==> config.mk <==
export PLATFORM = sky130hd
export DESIGN_NAME = fetch_prefetch_queue
export DESIGN_NICKNAME = d
export VERILOG_FILES = /design/src/rtl/fetch_prefetch_queue.sv
export SDC_FILE = /design/constraint.sdc
export NUM_CORES = 1
export LEC_CHECK = 0
export CAP_MARGIN = 20
export CORE_ASPECT_RATIO = 1.1
export CORE_UTILIZATION = 40
export CTS_CLUSTER_DIAMETER = 200
export DETAILED_ROUTE_END_ITERATION = 10
export GPL_ROUTABILITY_DRIVEN = 0
export SLEW_MARGIN = 20
export SYNTH_ARGS = -nofsm -noshare
export SYNTH_HDL_FRONTEND = slang
export SYNTH_SLANG_ARGS = --single-unit
export TNS_END_PERCENT = 30
==> constraint.sdc <==
create_clock -name clk -period 4.7 [get_ports clk]
set_input_delay 0.47 -clock clk [delete_from_list [all_inputs] [get_ports clk]]
set_output_delay 0.47 -clock clk [all_outputs]
set_load 0.03 [all_outputs]
==> src/rtl/fetch_prefetch_queue.sv <==
// Instruction fetch front end: owns the fetch PC, issues credit-limited requests
// to a variable-latency instruction memory, buffers returned words with their
// PCs and hands them to the IF/ID register. A redirect flushes the queue and
// marks every in-flight response as stale so it is dropped on return.
module fetch_prefetch_queue #(
    parameter int unsigned DEPTH     = 4,
    parameter int unsigned MAX_OUTST = 2,
    parameter logic [31:0] RESET_PC  = 32'h00000000
) (
    input  logic        clk,
    input  logic        rst,
    input  logic        redirect,
    input  logic [31:0] redirect_pc,
    output logic        imem_req,
    output logic [31:0] imem_addr,
    input  logic        imem_gnt,
    input  logic        imem_rvalid,
    input  logic [31:0] imem_rdata,
    output logic        dec_valid,
    input  logic        dec_ready,
    output logic [31:0] dec_inst,
    output logic [31:0] dec_pc
);
    localparam int unsigned    PW       = $clog2(DEPTH);
    localparam int unsigned    CW       = PW + 1;
    localparam int unsigned    OW       = $clog2(MAX_OUTST + 1);
    localparam int unsigned    TW       = (MAX_OUTST > 1) ? $clog2(MAX_OUTST) : 1;
    localparam logic [TW-1:0]  TAG_LAST = TW'(MAX_OUTST - 1);
    localparam logic [31:0]    NOP      = 32'h00000013;

    // RUN: responses are live; DRAIN: stale responses still in flight
    typedef enum logic {
        RUN,
        DRAIN
    } state_e;

    state_e        state_q, state_d;
    logic [31:0]   fetch_pc_q, fetch_pc_d;
    logic [OW-1:0] outst_q, outst_d;
    logic [OW-1:0] discard_q, discard_d;
    logic [CW-1:0] count_q, count_d;
    logic [PW-1:0] wr_ptr_q, wr_ptr_d;
    logic [PW-1:0] rd_ptr_q, rd_ptr_d;
    logic [TW-1:0] tag_wr_q, tag_wr_d;
    logic [TW-1:0] tag_rd_q, tag_rd_d;
    logic [31:0]   last_pc_q, last_pc_d;
    logic          started_q;

    // Queue storage and the in-order PC tag FIFO (no reset needed)
    logic [31:0]   q_inst [DEPTH];
    logic [31:0]   q_pc   [DEPTH];
    logic [31:0]   tag_pc [MAX_OUTST];

    logic          grant;
    logic          push;
    logic          pop;
    logic [31:0]   credit_use;
    logic          redirect_pc_lsb_unused;

    // Redirect targets are word aligned; the low bits are dropped
    assign redirect_pc_lsb_unused = ^redirect_pc[1:0];
    assign imem_addr              = fetch_pc_q;

    // Next-state and output logic; redirect overrides push, pop and grant
    always_comb begin
        state_d    = state_q;
        fetch_pc_d = fetch_pc_q;
        outst_d    = outst_q;
        discard_d  = discard_q;
        count_d    = count_q;
        wr_ptr_d   = wr_ptr_q;
        rd_ptr_d   = rd_ptr_q;
        tag_wr_d   = tag_wr_q;
        tag_rd_d   = tag_rd_q;
        last_pc_d  = last_pc_q;

        // Live (non-stale) in-flight requests plus stored words must fit the queue
        credit_use = 32'(outst_q) - 32'(discard_q) + 32'(count_q);
        imem_req   = started_q && (credit_use < 32'(DEPTH))
                     && (32'(outst_q) < 32'(MAX_OUTST)) && !redirect;
        grant      = imem_req && imem_gnt;

        dec_valid  = (count_q != '0);
        dec_inst   = dec_valid ? q_inst[rd_ptr_q] : NOP;
        dec_pc     = dec_valid ? q_pc[rd_ptr_q] : last_pc_q;

        pop        = dec_valid && dec_ready && !redirect;
        push       = imem_rvalid && (state_q == RUN) && !redirect;

        if (dec_valid) begin
            last_pc_d = q_pc[rd_ptr_q];
        end

        // Outstanding and tag FIFO track the memory, independent of flushing
        outst_d = outst_q + OW'(grant) - OW'(imem_rvalid);
        if (grant) begin
            tag_wr_d = (tag_wr_q == TAG_LAST) ? '0 : tag_wr_q + TW'(1);
        end
        if (imem_rvalid) begin
            tag_rd_d = (tag_rd_q == TAG_LAST) ? '0 : tag_rd_q + TW'(1);
        end

        if (redirect) begin
            count_d    = '0;
            wr_ptr_d   = '0;
            rd_ptr_d   = '0;
            fetch_pc_d = {redirect_pc[31:2], 2'b00};
            // Everything still in flight after this edge is stale
            discard_d  = outst_q + OW'(grant) - OW'(imem_rvalid);
        end else begin
            if (grant) begin
                fetch_pc_d = fetch_pc_q + 32'd4;
            end
            if (imem_rvalid && (state_q == DRAIN)) begin
                discard_d = discard_q - OW'(1);
            end
            if (push) begin
                wr_ptr_d = wr_ptr_q + PW'(1);
            end
            if (pop) begin
                rd_ptr_d = rd_ptr_q + PW'(1);
            end
            count_d = count_q + CW'(push) - CW'(pop);
        end

        state_d = (discard_d != '0) ? DRAIN : RUN;
    end

    // Control state registers
    always_ff @(posedge clk or negedge rst) begin
        if (!rst) begin
            state_q    <= RUN;
            fetch_pc_q <= RESET_PC;
            outst_q    <= '0;
            discard_q  <= '0;
            count_q    <= '0;
            wr_ptr_q   <= '0;
            rd_ptr_q   <= '0;
            tag_wr_q   <= '0;
            tag_rd_q   <= '0;
            last_pc_q  <= '0;
            started_q  <= 1'b0;
        end else begin
            state_q    <= state_d;
            fetch_pc_q <= fetch_pc_d;
            outst_q    <= outst_d;
            discard_q  <= discard_d;
            count_q    <= count_d;
            wr_ptr_q   <= wr_ptr_d;
            rd_ptr_q   <= rd_ptr_d;
            tag_wr_q   <= tag_wr_d;
            tag_rd_q   <= tag_rd_d;
            last_pc_q  <= last_pc_d;
            started_q  <= 1'b1;
        end
    end

    // Write returned word with the PC tag of its request into the queue
    always_ff @(posedge clk) begin
        if (push) begin
            q_inst[wr_ptr_q] <= imem_rdata;
            q_pc[wr_ptr_q]   <= tag_pc[tag_rd_q];
        end
    end

    // Record the address of each granted request in issue order
    always_ff @(posedge clk) begin
        if (grant) begin
            tag_pc[tag_wr_q] <= fetch_pc_q;
        end
    end

    a_no_overflow: assert property (@(posedge clk) disable iff (!rst)
        !(push && !pop && (count_q == CW'(DEPTH))));
    a_no_spurious_rvalid: assert property (@(posedge clk) disable iff (!rst)
        !(imem_rvalid && (outst_q == '0)));
    a_addr_aligned: assert property (@(posedge clk) disable iff (!rst)
        imem_addr[1:0] == 2'b00);

endmodule

## Word-level counts from Yosys, hierarchy flattened

Memory sizes are Yosys's and may differ from the RTL's.
Cells that the tools add are included.

- $add $sub $neg: 12
- $mul: 0
- Div/mod/pow operators: 0
- Magnitude comparators: 2
- Equal/unequal tests: 0
- Shift operators: 0
- Mux-type cells: 18
- Bitwise operators: 1
- Reductions and logical operators: 15

Operators by type and width:

| kind | count |
|---|---|
| $mux 32 | 4 |
| $add 32x3->32 const B | 1 |
| $lt 32x3->1 const B | 1 |
| $mux 2 | 6 |
| $logic_and 1x1->1 | 9 |
| $reduce_bool 2->1 | 4 |
| $mux 1 | 7 |
| $add 3x4->5 | 1 |
| $add 2x1->2 const B | 2 |
| $add 3x1->3 | 1 |
| $mux 3 | 1 |
| $reduce_bool 3->1 | 1 |
| $sub 2x2->3 | 1 |
| $sub 3x1->3 | 1 |
| $add 1x1->1 const B | 2 |
| $add 2x1->2 | 1 |
| $lt 2x2->1 const B | 1 |
| $sub 2x1->2 | 1 |
| $sub 2x1->2 const B | 1 |
| $logic_not 1->1 | 1 |
| $not 1->1 | 1 |

- Register bits after elaboration: 79
- Latch bits: 0
- Memory bits (writable): 320
- ROM bits: 0
- Output and inout bits: 98
- Word-level logic and storage cells: 62
- Memories kept: 3

Memories:

| memory | depth | width | read ports | clocked after memory_dff | write ports | line | text |
|---|---|---|---|---|---|---|---|
| q_inst | 4 | 32 | 1 | 0 | 1 | 50 | `logic [31:0] q_inst [DEPTH];` |
| q_pc | 4 | 32 | 1 | 0 | 1 | 51 | `logic [31:0] q_pc [DEPTH];` |
| tag_pc | 2 | 32 | 1 | 0 | 1 | 52 | `logic [31:0] tag_pc [MAX_OUTST];` |

## Depth between registers and ports, before layout

Gate-level depths: netlist of the first run.

- Word-level depth: 12
- Mapped depth: 19
- Mapped depth without buffers: 17

## Least setup slack after synthesis of the first run

Ideal clock, no wire load.

- Path kind: flip-flop to flip-flop
- Start: register discard_q[0]
- End: memory tag_pc[0][10], enable pin
- Setup time: 0.417 ns
- Arrival: 3.542 ns
- Path slack: 0.741 ns
- Cell stages (with the launch flop): 12
- Period minus slack after synthesis: 3.959 ns
- Path through: dfrtp_1 -> ha_1 -> fa_1 -> inv_1 -> ha_1 -> and3b_1 -> o211ai_1 -> a211oi_2 -> inv_2 -> buf_2 -> buf_1 -> nor2_1

- Longest elaborated chain between the ends: 9

Ends and longest elaborated chain:

| item | line | text |
|---|---|---|
| from (decl) | 40 | `logic [OW-1:0] discard_q, discard_d;` |
| from (signal assigned) | 147 | `discard_q <= discard_d;` |
| $sub 2x2->3 | 78 | `credit_use = 32'(outst_q) - 32'(discard_q) + 32'(count_q);` |
| $add 3x4->5 | 78 |  |
| $lt 32x3->1 | 79 | `imem_req = started_q && (credit_use < 32'(DEPTH))` |
| $logic_and 1x1->1 | 79 |  |
| $logic_and 1x1->1 (2 in series) | 80 | `&& (32'(outst_q) < 32'(MAX_OUTST)) && !redirect;` |
| $logic_and 1x1->1 | 81 | `grant = imem_req && imem_gnt;` |
| $mux 1 | 168 | `if (grant) begin` |
| $mux 1 (not written as such) | 169 | `tag_pc[tag_wr_q] <= fetch_pc_q;` |
| to (decl) | 52 |  |

No other way between the ends.

## Final worst setup path of the first run

- Start: register discard_q[0]
- End: output imem_req

- Longest elaborated chain between the ends: 6

Ends and longest elaborated chain:

| item | line | text |
|---|---|---|
| $sub 2x2->3 | 78 |  |
| $add 3x4->5 | 78 |  |
| $lt 32x3->1 | 79 |  |
| $logic_and 1x1->1 | 79 |  |
| $logic_and 1x1->1 (2 in series) | 80 |  |
| to (decl) | 14 | `output logic imem_req,` |

No other way between the ends.

==> results of run 1 <==
==> area by class of cell <==
cell class / instances / area, µm² / area share
flip-flops and latches: 385 / 11200 / 0.594
well taps: 494 / 618 / 0.0328
clock buffers: 57 / 1130 / 0.0598
multi-input cells: 451 / 3960 / 0.210
clock inverters: 16 / 139 / 0.00737
inverters: 18 / 67.6 / 0.00359
repair buffers: 177 / 1740 / 0.0926
==> metrics by stage <==
step	setup WS [ps]	power, mW	utilization	hold slack, ps
floorplan	741	6.58	-	174
global placement	1350	7.96	0.468	447
detailed placement	1330	8.00	0.468	452
CTS	1000	11.1	0.502	270
global route	908	11.4	0.502	291
finish	1040	10.9	0.502	294
==> final timing paths <==
path                                   startpoint                        to  slack, ps  depth (start not counted)
min in group asynchronous                     rst  imem_addr[6]$_DFFE_PN0P_        470                          2
max in group asynchronous                     rst   rd_ptr_q[0]$_DFFE_PN0P_       3210                          3
max                        discard_q[0]$_DFF_PN0_                  imem_req       1040                          7
max reg2reg                discard_q[0]$_DFF_PN0_         state_q$_DFF_PN0_       1310                         15
min reg2reg                last_pc_q[8]$_DFF_PN0_    last_pc_q[8]$_DFF_PN0_        460                          2
min                                      redirect      count_q[2]$_DFF_PN0_        290                          2
==> sequential cells by signal, summed over array words and instances, names as in the netlist <==
name / flops
count_q: 3
discard_q: 2
imem_addr: 30
last_pc_q: 32
outst_q: 2
q_inst: 128
q_pc: 120
rd_ptr_q: 2
started_q: 1
state_q: 1
tag_pc: 60
tag_rd_q: 1
tag_wr_q: 1
wr_ptr_q: 2
==> routing by layer <==
metal  wire (µm)  GRT usage
met2       14500      0.254
met1       13900      0.219
met3        1350     0.0267
met5           0          0
met4         566     0.0478
==> cells by family after synthesis <==
group	synth area share
buf+inv	0.0169
mux	0.126
flops	0.727
fa+ha+maj	0.0132
other cells	0.000489
compound gates	0.0280
xor+xnor	0.00627
simple gates	0.0822
==> layout by cell type, fill, tap and decap left out, drive strengths merged, types with 6 or more instances in the layout <==
master           n
nor2            17
clkdlybuf4s50  161
nand3           16
or3              7
inv             18
mux4            62
buf             15
nand2          119
or2              6
o21ai            8
clkinv          13
a221o           13
o41ai            6
dfrtp           77
edfxtp         308
and3             6
nand4           11
clkbuf          57
nor3            12
mux2            36
ha              13
mux2i           13
nor4             8
xnor2            7
and2            43
==> power groups by stage <==
stage               logic [mW]  clock network (mW)  registers (mW)
floorplan                 2.23                   0            4.35
global placement          3.57                   0            4.38
detailed placement        3.60                   0            4.40
CTS                       3.61                3.12            4.33
global route              3.81                3.24            4.37
finish                    3.53                3.03            4.32
==> what timing repair did <==
action,4_1_cts,5_1_grt
hold endpoints to repair,40,0
setup endpoints to repair,0,0
hold buffers,1,0
buffers inserted,0,0
==> critical path: stages (launching register included) <==
cell and delay, ps:
dfrtp_1 420, ha_1 210, fa_1 420, ha_1 360
or2_1 250, o211ai_1 310, a21oi_1 80, clkdlybuf4s50_1 610
==> metrics.txt, run 1 <==
# TYPE chip_impl_metric gauge
chip_impl_metric{name="fillers",unit=""} 3187
chip_impl_metric{name="cts_sinks",unit=""} 385
chip_impl_metric{name="detailedPlacementHpwl",unit="µm"} 18000
chip_impl_metric{name="first_global_vias",unit=""} 8426
chip_impl_metric{name="p_seq_frac",unit=""} 0.397
chip_impl_metric{name="timing.max_cap.violations",unit=""} 0
chip_impl_metric{name="die_h",unit="µm"} 208
chip_impl_metric{name="synth-seq-cells",unit=""} 385
chip_impl_metric{name="die-area",unit="mm²"} 0.0392
chip_impl_metric{name="design.portCount",unit=""} 168
chip_impl_info{name="ys_top_cells_by_count",value="edfxtp_1 (308), nand2_1 (119), dfrtp_1 (77)"} 1
chip_impl_metric{name="cp_max_fo",unit=""} 5
chip_impl_metric{name="synthArstFlopShare",unit=""} 0.200
chip_impl_metric{name="timing.final.hold_violations",unit=""} 0
chip_impl_metric{name="start_util",unit=""} 0.410
chip_impl_metric{name="synth_edf_count",unit=""} 308
chip_impl_metric{name="post_drt_wl_per_cell",unit="µm"} 19.0
chip_impl_metric{name="crit_required",unit="ps"} 4230
chip_impl_metric{name="power_switching",unit="mW"} 3.51
chip_impl_metric{name="antenna_found_initial",unit=""} 0
chip_impl_metric{name="antenna_cells_inserted",unit=""} 0
chip_impl_info{name="worstHoldPathType",value="in2reg"} 1
chip_impl_metric{name="final_nets",unit=""} 1158
chip_impl_metric{name="p_int",unit="mW"} 7.36
chip_impl_metric{name="area.growth.synth_to_final",unit="%"} 22.6
chip_impl_metric{name="worst_slew_margin_rel",unit=""} 0.327
chip_impl_metric{name="arrival",unit="ps"} 3190
chip_impl_metric{name="worst_skew_pair.late_latency",unit="ps"} 530
chip_impl_metric{name="die_width",unit="µm"} 189
chip_impl_metric{name="layout-drive-gt1-share",unit=""} 0.162
chip_impl_info{name="cts_tree",value="done"} 1
chip_impl_metric{name="final_cell_count_no_fill",unit=""} 1598
chip_impl_metric{name="detailedRoute.firstPassIterationCount",unit=""} 4
chip_impl_metric{name="power.density",unit="mW/mm²"} 578
chip_impl_metric{name="rows",unit=""} 74
chip_impl_metric{name="yosys_warnings",unit=""} 0
chip_impl_metric{name="core",unit="mm²"} 0.0375
chip_impl_metric{name="count_of_placed_standard_cells_including_taps",unit=""} 1524
chip_impl_info{name="setup.worst_path.end_class",value="output pin"} 1
chip_impl_info{name="crit_path_category",value="reg2out"} 1
chip_impl_metric{name="finalInstanceArea",unit="mm²"} 0.0188
chip_impl_info{name="cts-root-buf",value="clkbuf_16"} 1
chip_impl_metric{name="fin_crit",unit="ps"} 3660
chip_impl_metric{name="finClkSkew",unit="ps"} 16.4
chip_impl_metric{name="grt_first_pass_wirelength",unit="µm"} 47900
chip_impl_info{name="startpoint_kind_of_the_worst_setup_timing_path",value="flip-flop"} 1
chip_impl_metric{name="residual_overflow_from_global_routing",unit=""} 0
chip_impl_metric{name="drt_first_iter_violations",unit=""} 415
chip_impl_metric{name="post-route-drc-count",unit=""} 0
chip_impl_metric{name="fin_crit_sh",unit=""} 0.779
chip_impl_metric{name="htreeDepth",unit=""} 2
chip_impl_metric{name="post_synth_inst_count",unit=""} 896
chip_impl_metric{name="clock_transition_at_the_registers_of_the_reported_paths",unit="ps"} 60
chip_impl_metric{name="postCtsResizedCells",unit=""} 0
chip_impl_metric{name="placement.io_buffers",unit=""} 163
chip_impl_info{name="synthFlopType",value="edfxtp_1"} 1
chip_impl_metric{name="worst_pin_slew",unit="ps"} 1010
chip_impl_metric{name="power.share.combinational",unit=""} 0.324
chip_impl_metric{name="wl",unit="µm"} 30300
chip_impl_metric{name="drtAntennaViolNets",unit=""} 0
chip_impl_metric{name="dr_total_vias",unit=""} 8258
chip_impl_metric{name="timing.setup.tns",unit="ps"} 0
chip_impl_metric{name="yosysSeqAreaShare",unit=""} 0.727
chip_impl_metric{name="maxSlewViolCount",unit=""} 0
chip_impl_metric{name="postPlaceCellArea",unit="mm²"} 0.0176
chip_impl_info{name="synth.most_common_cell",value="edfxtp_1"} 1
chip_impl_metric{name="synth.top_cell.area_share",unit=""} 0.602
chip_impl_metric{name="track_usage",unit=""} 0.158
chip_impl_metric{name="post_synth.cell_area_avg",unit="µm²"} 17.1
chip_impl_metric{name="setup-violations-final",unit=""} 0
chip_impl_metric{name="synth_cell_types",unit=""} 56
chip_impl_info{name="synth_top_cell_by_area",value="edfxtp_1"} 1
chip_impl_info{name="synth_area_leaders",value="edfxtp_1 (60%), dfrtp_1 (13%), mux4_2 (9.1%)"} 1
chip_impl_metric{name="power_leakage",unit="nW"} 6.46
chip_impl_metric{name="maximum_number_of_pins_on_one_net_before_global_route_repair",unit=""} 63
chip_impl_info{name="grt_setup_unrepaired",value="no"} 1
chip_impl_metric{name="mappedNetlistArea",unit="mm²"} 0.0154
chip_impl_metric{name="p_clk_frac",unit=""} 0.278
chip_impl_metric{name="clock_buffer_depth",unit=""} 3
chip_impl_info{name="outcome",value="completed"} 1
chip_impl_metric{name="power.share.switching",unit=""} 0.323
chip_impl_metric{name="worst_ir_drop_vdd",unit="mV"} 0.277
chip_impl_metric{name="drt-vias-per-instance",unit=""} 5.17
chip_impl_metric{name="cts-buffers-inserted",unit=""} 40
chip_impl_metric{name="max_freq",unit="MHz"} 273
Note: power is estimated with default switching activity, not from simulation.
==> run 2, diff against run 1 <==
==> constraint.sdc (replaced) <==
create_clock -name clk -period 3 [get_ports clk]
set_input_delay 0.3 -clock clk [delete_from_list [all_inputs] [get_ports clk]]
set_output_delay 0.3 -clock clk [all_outputs]
set_load 0.03 [all_outputs]
==> run 2 against run 1 <==
  * The flow now finishes with violations (negative setup slack)
  * Sequential power rose by 55%
  * Highest routed layer unchanged
  * Largest power group unchanged
  * Combinational power rose by 67%
  * Non-clock buffer count increased by 31
  * Largest cell class unchanged
==> metrics.txt, run 2 (synthesis results as in run 1) <==
# TYPE chip_impl_metric gauge
chip_impl_metric{name="maxSlewViolCount",unit=""} 0
chip_impl_metric{name="final_nets",unit=""} 1190
chip_impl_metric{name="clock_transition_at_the_registers_of_the_reported_paths",unit="ps"} 60
chip_impl_metric{name="p_seq_frac",unit=""} 0.378
chip_impl_metric{name="drt-vias-per-instance",unit=""} 5.10
chip_impl_metric{name="p_clk_frac",unit=""} 0.288
chip_impl_metric{name="clock_buffer_depth",unit=""} 3
chip_impl_metric{name="postPlaceCellArea",unit="mm²"} 0.0179
chip_impl_metric{name="worst-r2r-setup-slack",unit="ps"} -280
chip_impl_info{name="violations",value="negative setup slack"} 1
chip_impl_metric{name="power_leakage",unit="nW"} 6.80
chip_impl_metric{name="finClkSkew",unit="ps"} 18.9
chip_impl_metric{name="die_h",unit="µm"} 208
chip_impl_metric{name="cts_sinks",unit=""} 385
chip_impl_metric{name="fin_crit_sh",unit=""} 1.09
chip_impl_metric{name="worst_ir_drop_vdd",unit="mV"} 0.508
chip_impl_metric{name="antenna_found_initial",unit=""} 0
chip_impl_metric{name="area.growth.synth_to_final",unit="%"} 26.3
chip_impl_metric{name="grt_first_pass_wirelength",unit="µm"} 49500
chip_impl_metric{name="timing.max_cap.violations",unit=""} 0
chip_impl_metric{name="htreeDepth",unit=""} 2
chip_impl_info{name="r2r_start",value="discard_q[0]$_DFF_PN0_"} 1
chip_impl_metric{name="post_drt_wl_per_cell",unit="µm"} 19.3
chip_impl_metric{name="whs_path_depth",unit=""} 2
chip_impl_metric{name="finalInstanceArea",unit="mm²"} 0.0194
chip_impl_metric{name="worst_slack",unit="ps"} -277
chip_impl_metric{name="detailedRoute.firstPassIterationCount",unit=""} 4
chip_impl_metric{name="rows",unit=""} 74
chip_impl_metric{name="crit_required",unit="ps"} 3420
chip_impl_metric{name="worst_pin_slew",unit="ps"} 620
chip_impl_info{name="cts_tree",value="done"} 1
chip_impl_metric{name="worst_skew_pair.late_latency",unit="ps"} 530
chip_impl_metric{name="power.share.combinational",unit=""} 0.333
chip_impl_metric{name="hold-worst-slack",unit="ps"} 120
chip_impl_metric{name="wl",unit="µm"} 31500
chip_impl_metric{name="drtAntennaViolNets",unit=""} 0
chip_impl_info{name="worst_r2r_endpoint",value="state_q$_DFF_PN0_"} 1
chip_impl_metric{name="fillers",unit=""} 3149
chip_impl_info{name="startpoint_kind_of_the_worst_setup_timing_path",value="flip-flop"} 1
chip_impl_metric{name="max_freq",unit="MHz"} 305
chip_impl_info{name="cts-root-buf",value="clkbuf_16"} 1
chip_impl_info{name="setup.worst_path.end_class",value="flip-flop"} 1
chip_impl_metric{name="reg2regPathDepth",unit=""} 15
chip_impl_info{name="top_regs",value="q_inst: 128 flops, q_pc: 120 flops, tag_pc: 60 flops"} 1
chip_impl_metric{name="worst_slew_margin_rel",unit=""} 0.583
chip_impl_metric{name="antenna_cells_inserted",unit=""} 0
chip_impl_metric{name="largest_register_ff_count",unit=""} 128
chip_impl_info{name="globalRoute.busiestLayer",value="met2"} 1
chip_impl_metric{name="grt_use_met1",unit=""} 0.223
chip_impl_metric{name="design.portCount",unit=""} 168
chip_impl_metric{name="placement.io_buffers",unit=""} 163
chip_impl_metric{name="fin_crit",unit="ps"} 3280
chip_impl_metric{name="core",unit="mm²"} 0.0375
chip_impl_metric{name="setup-violations-final",unit=""} 39
chip_impl_metric{name="first_global_vias",unit=""} 8654
chip_impl_metric{name="die-area",unit="mm²"} 0.0392
chip_impl_metric{name="power_switching",unit="mW"} 5.68
chip_impl_metric{name="residual_overflow_from_global_routing",unit=""} 0
chip_impl_metric{name="die_width",unit="µm"} 189
chip_impl_info{name="outcome",value="complete, but fails checks"} 1
chip_impl_metric{name="groute.layer.met2.usage",unit=""} 0.271
chip_impl_metric{name="detailedPlacementHpwl",unit="µm"} 19300
chip_impl_info{name="worstHoldPathType",value="in2reg"} 1
chip_impl_info{name="layout_common_cells",value="edfxtp_1 (308), clkdlybuf4s50_1 (127), nand2_1 (119)"} 1
chip_impl_info{name="top_register",value="q_inst"} 1
chip_impl_info{name="crit_path_category",value="reg2reg"} 1
chip_impl_metric{name="timing.setup.tns",unit="ps"} -4810
chip_impl_metric{name="maximum_number_of_pins_on_one_net_before_global_route_repair",unit=""} 63
chip_impl_metric{name="p_int",unit="mW"} 12.0
chip_impl_metric{name="power.density",unit="mW/mm²"} 912
chip_impl_metric{name="dr_total_vias",unit=""} 8323
chip_impl_metric{name="drt_first_iter_violations",unit=""} 408
chip_impl_metric{name="cts-buffers-inserted",unit=""} 41
chip_impl_metric{name="arrival",unit="ps"} 3700
chip_impl_metric{name="timing.final.hold_violations",unit=""} 0
chip_impl_info{name="grt_setup_unrepaired",value="yes"} 1
chip_impl_metric{name="start_util",unit=""} 0.410
chip_impl_info{name="final_common_cell",value="edfxtp_1"} 1
chip_impl_metric{name="track_usage",unit=""} 0.164
chip_impl_metric{name="post-route-drc-count",unit=""} 0
chip_impl_metric{name="power.share.switching",unit=""} 0.321
chip_impl_info{name="endpoint",value="state_q$_DFF_PN0_"} 1
chip_impl_info{name="crit_path_start",value="discard_q[0]$_DFF_PN0_"} 1
chip_impl_metric{name="cp_max_fo",unit=""} 4
chip_impl_info{name="worstHoldStart",value="redirect"} 1
chip_impl_metric{name="layout-drive-gt1-share",unit=""} 0.215
chip_impl_metric{name="gr-usage-met3",unit=""} 0.0274
## run 2: changes by cell type in the layout (fill, tap and decap cells not counted), sizes merged
cell,previous run,this run
inv,18,19
bufinv,2,5
clkbuf,57,53
clkinvlp,1,3
dlygate4sd2,0,17
clkdlybuf4s50,161,127
buf,15,63
## run 2: what timing repair did
| action | 4_1_cts | 5_1_grt |
|---|---|---|
| endpoints found under the setup margin | 103 | 87 |
| endpoints found under the hold margin | 36 | 0 |
| pin swaps | 7 | 3 |
| gates resized for setup | 25 | 8 |
| hold buffers | 1 | 0 |
| buffers inserted | 9 | 1 |
## run 2: layer usage
layer	wire, µm	share of wire	up-vias
li1	-	-	3875
met1	14000	0.44	4204
met2	15600	0.50	206
met3	1330	0.042	38
met4	552	0.018	0
met5	0	0	-
## run 2: worst min path at each step
stage | to | slack [ps]
after CTS | count_q[2]$_DFF_PN0_ | 100
after floorplan | count_q[0]$_DFF_PN0_ | 4
after detailed placement | imem_addr[11]$_DFFE_PN0P_ | 310
final | wr_ptr_q[0]$_DFFE_PN0P_ | 120
after global placement | imem_addr[11]$_DFFE_PN0P_ | 310
after global routing | count_q[2]$_DFF_PN0_ | 130
## run 2: final cells by class
type | instances | area (µm²) | area share
multi-input combinational | 451 | 4060 | 0.209
inverter | 18 | 67.6 | 0.00348
timing repair buffer | 208 | 2110 | 0.109
tap | 494 | 618 | 0.0319
sequential | 385 | 11200 | 0.576
clock inverter | 22 | 235 | 0.0121
clock buffer | 53 | 1130 | 0.0584
## run 2: critical path: stages (launching register included)
cell	delay, ps
dfrtp_1	390
ha_2	180
fa_2	380
ha_1	220
nor4_1	290
nand3_1	210
a211oi_4	260
inv_2	80
ha_4	270
inv_2	40
ha_4	160
xnor2_4	140
xnor2_2	140
nor2_1	80
a31oi_1	60
or2_4	260
## run 2: per-stage QoR
stage / cells / power [mW] / utilization / setup WS, ps
finish: 1631 / 17.7 / 0.517 / -277
global placement: 1546 / 12.6 / 0.477 / -290
detailed placement: 1546 / 12.7 / 0.477 / -317
floorplan: 897 / 10.3 / - / -404
global route: 1631 / 18.6 / 0.517 / -495
CTS: 1630 / 17.9 / 0.516 / -214
## run 2: power groups by stage
stage | sequential, mW | combinational [mW] | clock (mW)
global placement | 6.82 | 5.82 | 0
global route | 6.75 | 6.38 | 5.43
floorplan | 6.81 | 3.52 | 0
detailed placement | 6.83 | 5.86 | 0
CTS | 6.70 | 5.98 | 5.22
finish | 6.69 | 5.90 | 5.10
==> run 3, diff against run 2 <==
--- a/config.mk
+++ b/config.mk
@@ -5,7 +5,6 @@
 export SDC_FILE = /design/constraint.sdc
 export NUM_CORES = 1
 export LEC_CHECK = 0
-export CAP_MARGIN = 20
 export CORE_ASPECT_RATIO = 1.1
 export CORE_UTILIZATION = 40
 export CTS_CLUSTER_DIAMETER = 200
==> results of run 3 <==
No change in the layout: final DEF, timing and power equal those of run 2.
